**src/rtl/stack_lifo_pkg.sv**
```systemverilog
// stack_lifo_pkg: operation decode enum and pointer-width helper shared by the stack_lifo block.
package stack_lifo_pkg;

   typedef enum logic [1:0] {
      OP_NOP  = 2'b00,
      OP_POP  = 2'b01,
      OP_PUSH = 2'b10,
      OP_REPL = 2'b11
   } op_t;

   function automatic int calc_aw(input int depth);
      return $clog2(depth);
   endfunction

   function automatic op_t decode_op(input logic push, input logic pop);
      return op_t'({push, pop});
   endfunction

endpackage

```
**src/rtl/stack_lifo_mem.sv**
```systemverilog
// stack_lifo_mem: DEPTH x WIDTH register file, one synchronous write port, one asynchronous read port.
module stack_lifo_mem #(
   parameter int WIDTH = 11,
   parameter int DEPTH = 16,
   parameter int AW    = 4
) (
   input  logic             clk,
   input  logic             we,
   input  logic [AW-1:0]    waddr,
   input  logic [WIDTH-1:0] wdata,
   input  logic [AW-1:0]    raddr,
   output logic [WIDTH-1:0] rdata
);

   logic [WIDTH-1:0] mem [DEPTH];

   always_ff @(posedge clk)
      if (we) mem[waddr] <= wdata;

   assign rdata = mem[raddr];

endmodule

```
**src/rtl/stack_lifo.sv**
```systemverilog
// stack_lifo: LIFO stack with push/pop/replace, flags and over/underflow pulses.
// Define STACK_LIFO_WRAP_EN to make a push while full discard the oldest entry instead of being rejected.
module stack_lifo
   import stack_lifo_pkg::*;
#(
   parameter int WIDTH = 11,
   parameter int DEPTH = 16,
   parameter int AW    = calc_aw(DEPTH)
) (
   input  logic             clk,
   input  logic             rst_n,
   input  logic             clr,
   input  logic             push,
   input  logic             pop,
   input  logic [WIDTH-1:0] din,
   output logic [WIDTH-1:0] dout,
   output logic [AW:0]      count,
   output logic             empty,
   output logic             full,
   output logic             overflow,
   output logic             underflow
);

`ifdef STACK_LIFO_WRAP_EN
   localparam bit wrap = 1'b1;
`else
   localparam bit wrap = 1'b0;
`endif
   localparam logic [AW-1:0] one_p   = 1;
   localparam logic [AW:0]   one_c   = 1;
   localparam logic [AW:0]   cnt_max = (AW+1)'(DEPTH);

   op_t              op;
   logic [AW-1:0]    ptr;
   logic [AW-1:0]    top_ptr;
   logic [AW-1:0]    waddr;
   logic [AW:0]      cnt;
   logic             is_empty;
   logic             is_full;
   logic             we;
   logic             grow;
   logic             advance;
   logic [WIDTH-1:0] rdata;

   // ptr is the next free slot; when full it also addresses the oldest entry, which wrap mode overwrites
   always_comb begin
      op       = decode_op(push, pop);
      is_empty = cnt == '0;
      is_full  = cnt == cnt_max;
      top_ptr  = ptr - one_p;
      grow     = (op == OP_PUSH && !is_full) || (op == OP_REPL && is_empty);
      advance  = grow || (op == OP_PUSH && wrap);
      we       = rst_n && !clr && (advance || op == OP_REPL);
      waddr    = (op == OP_REPL && !is_empty) ? top_ptr : ptr;
   end

   always_ff @(posedge clk or negedge rst_n) begin
      if (!rst_n) begin
         ptr       <= '0;
         cnt       <= '0;
         overflow  <= 1'b0;
         underflow <= 1'b0;
      end else if (clr) begin
         ptr       <= '0;
         cnt       <= '0;
         overflow  <= 1'b0;
         underflow <= 1'b0;
      end else begin
         overflow  <= op == OP_PUSH && is_full;
         underflow <= op == OP_POP && is_empty;
         if (advance) ptr <= ptr + one_p;
         if (grow) cnt <= cnt + one_c;
         if (op == OP_POP && !is_empty) begin
            ptr <= top_ptr;
            cnt <= cnt - one_c;
         end
      end
   end

   stack_lifo_mem #(.WIDTH(WIDTH), .DEPTH(DEPTH), .AW(AW)) u_mem (
      .clk   (clk),
      .we    (we),
      .waddr (waddr),
      .wdata (din),
      .raddr (top_ptr),
      .rdata (rdata)
   );

   assign count = cnt;
   assign empty = is_empty;
   assign full  = is_full;
   assign dout  = is_empty ? '0 : rdata;

endmodule
```
**config.mk**
```make
export PLATFORM = sky130hd
export DESIGN_NAME = stack_lifo
export DESIGN_NICKNAME = d
export VERILOG_FILES = /design/src/rtl/stack_lifo_pkg.sv /design/src/rtl/stack_lifo_mem.sv /design/src/rtl/stack_lifo.sv
export SDC_FILE = /design/constraint.sdc
export NUM_CORES = 1
export LEC_CHECK = 0
export BUFFER_PORTS_ARGS = -buffer_cell sky130_fd_sc_hd__buf_4
export CORE_MARGIN = 2
export CORE_UTILIZATION = 45
export CTS_CLUSTER_DIAMETER = 60
export CTS_CLUSTER_SIZE = 24
export DETAILED_ROUTE_END_ITERATION = 10
export GPL_ROUTABILITY_DRIVEN = 0
export PLACE_DENSITY = 0.71
export SLEW_MARGIN = 10
export SYNTH_ARGS = -nofsm -noshare
export SYNTH_HDL_FRONTEND = slang
export SYNTH_HIERARCHICAL = 1
export SYNTH_SLANG_ARGS = --single-unit
```
**constraint.sdc**
```tcl
create_clock -name clk -period 5.8 [get_ports clk]
set_input_delay 1.16 -clock clk [delete_from_list [all_inputs] [get_ports clk]]
set_output_delay 1.16 -clock clk [all_outputs]
set_load 0.005 [all_outputs]
```
==> results.ini <==
[sta]
rsz0062_at_grt = no
skew_ns = 0.00750
final-max-slew-violation-count = 0
fmax_mhz = 216
period_needed_ns = 4.63
max-slew-margin-rel_pct = 19.1
tightest_slew_ns = 1.21
setup_viol = 0
finalHoldViolations = 0
finalSetupTns_ns = 0
holdWs_ns = 0.567
fin_crit_sh_pct = 79.9

[clock_network]
clock-root-buffer = clkbuf_16
clock_sinks = 187
numCtsBuffers = 17
htreeDepth = 4
cts_setup_buffers = 0
cts_hold_buf = 0
clock_latency_ns = 0.42
clk_pin_slew_worst_paths_ns = 0.06
cts_buffer_depth = 2
cts_tree = built
cts-resized-gates = 0

[worst_setup_path]
r2r_slack_ns = 1.66
endpoint_kind = output pin
critPathKind = reg2out
required_ns = 4.64
arrival_ns = 3.47
critical_path.max_fanout = 29
reg2reg_to = u_mem/mem[7][8]
start_kind = flip-flop
reg2regPathDepth = 6
rr_startpoint = count[1]

[die]
die-area_um2 = 18300
rows = 47
die_h_um = 135
ios = 36
initial_core_util_pct = 46.4
die_x_um = 135
fp.coreArea_um2 = 16700

[routing]
drt-wirelength-per-cell_um = 23.5
vias = 3977
wl_um = 15700
dr.pass1.iters = 5
antenna_left = 0
first_iter_violations = 440
route.detailed.drc = 0
vias_per_cell = 5.93

[logic_synthesis]
syn-instance-count = 401
synth_area_um2 = 7750
synth_most_common_cell = edfxtp_1
synth_top_cell_area_share_pct = 68.2
ys.flop_type = edfxtp_1
post-synth-top-area-cell = edfxtp_1
async_reset_ff_share_pct = 5.88
ys_top_cells_by_area = edfxtp_1, mux4_1, mux4_2, dfrtp_1, a22oi_1
ys_ff_latch = 187
synth.distinct_cells = 50
synth.yosys.seq_area_share_pct = 71.8
syn_nets = 421
ys_warn_count = 6
syn_area_per_cell_um2 = 19.3
synth_top_cells_by_count = edfxtp_1, a22oi_1, mux4_2, nor2_1, mux4_1
synth_edf_count = 176

[global_routing]
grt_max_degree = 46
grt.total_usage_pct = 18.2
grt-ovfl-total = 0
grt_pass1_vias = 3891
grt_pass1_wl_um = 23900
antenna_found_initial = 0

[final_layout]
final_util_pct = 52.4
n_antenna_cell = 0
final_area_um2 = 8760
drive_above_1_share_pct = 23.9
fin_nets = 458
syn_to_final_growth_pct = 13.0

[power_and_ir_drop]
p_leak_nw = 2.97
max-vdd-ir-drop_mv = 0.271
power_density_nw_per_um2 = 523
power_mw = 4.58

[worst_hold_path]
holdCritPathClass = in2async

[placement]
portBuffers = 35
hpwl_um = 9780
placed_cell_area_um2 = 8170

[status]
outcome = finished clean

[run]
drv_cap = 0

cells by family (layout without fill, tap and decap cells):
family | count (synthesis) | count (layout) | synth area share, %
AO/OA/AOI/OAI | 42 | 42 | 4.46
XOR/XNOR | 13 | 13 | 1.47
adder cells (fa/ha/maj) | 4 | 4 | 0.646
buffers and inverters | 30 | 80 | 2.47
flip-flops | 187 | 187 | 71.8
multiplexers | 44 | 44 | 13.8
AND/OR/NAND/NOR | 81 | 81 | 5.39
area by class of cell:
cell class	count	area, um^2
clock inverter	13	150
tap	220	275
clock buffer	19	433
inverter	11	41.3
timing repair buffer	37	278
sequential	187	5560
fill	1279	7940
multi-input combinational	184	2020
critical path: stages, from the launching register on:
cell	delay, ns
dfrtp_1	0.44
inv_2	0.06
ha_1	0.34
inv_1	0.53
buf_4	0.49
mux4_2	0.38
a22oi_1	0.38
nand2_1	0.10
and2_1	0.15
buf_4	0.13
placed cells by master, fill, tap and decap left out, types with 2 or more instances in the layout:
master	Yosys	final
clkbuf_1	4	2
and2b_1	2	2
xnor2_1	10	10
o2bb2ai_1	2	2
inv_2	2	3
nand2b_1	3	3
mux4_2	23	23
nor3_2	0	4
clkinv_2	0	5
nand3b_1	2	2
a21oi_1	5	5
and2_1	12	12
buf_4	2	37
nor3_1	7	3
clkinv_1	1	2
dfrtp_1	11	11
o221ai_1	2	2
nor2_1	23	22
nand2_1	18	18
xor2_1	3	3
a22oi_1	23	23
inv_1	8	7
clkinvlp_4	0	3
bufinv_16	0	3
nand3_1	3	3
ha_1	4	4
a211oi_2	2	2
mux4_1	21	21
edfxtp_1	176	176
clkbuf_16	0	17
where the power goes:
group / total (mW) / switching, mW / internal [mW] / leakage, nW
logic: 1.83 / 1.02 / 0.814 / 0.958
registers: 1.61 / 0.0678 / 1.54 / 1.73
clock network: 1.14 / 0.463 / 0.673 / 0.280
sequential cells by signal, indices dropped and copies added, names as in the netlist:
name       flops
u_mem/mem    176
ptr            4
underflow      1
overflow       1
count          5
routing by layer:
metal / GRT usage [%] / up-vias / share of wire, %
li1: - / 1708 / -
met5: 0 / - / 0
met1: 26.7 / 2081 / 45
met2: 26.7 / 161 / 46
met4: 6.19 / 0 / 2.2
met3: 4.90 / 27 / 7.3
metrics by stage:
stage	worst slack, ns	std cells
global route	1.04	671
global placement	1.72	639
detailed placement	1.64	639
finish	1.17	671
CTS	1.18	671
floorplan	2.38	401
worst max path at each step:
stage / start / endpoint
floorplan: pop / u_mem/mem[0][0]
global placement: ptr[0] / dout[5]
detailed placement: ptr[0] / dout[5]
CTS: ptr[0] / dout[5]
global route: ptr[0] / dout[5]
finish: ptr[0] / dout[5]
(Power assumes the default switching activity.)
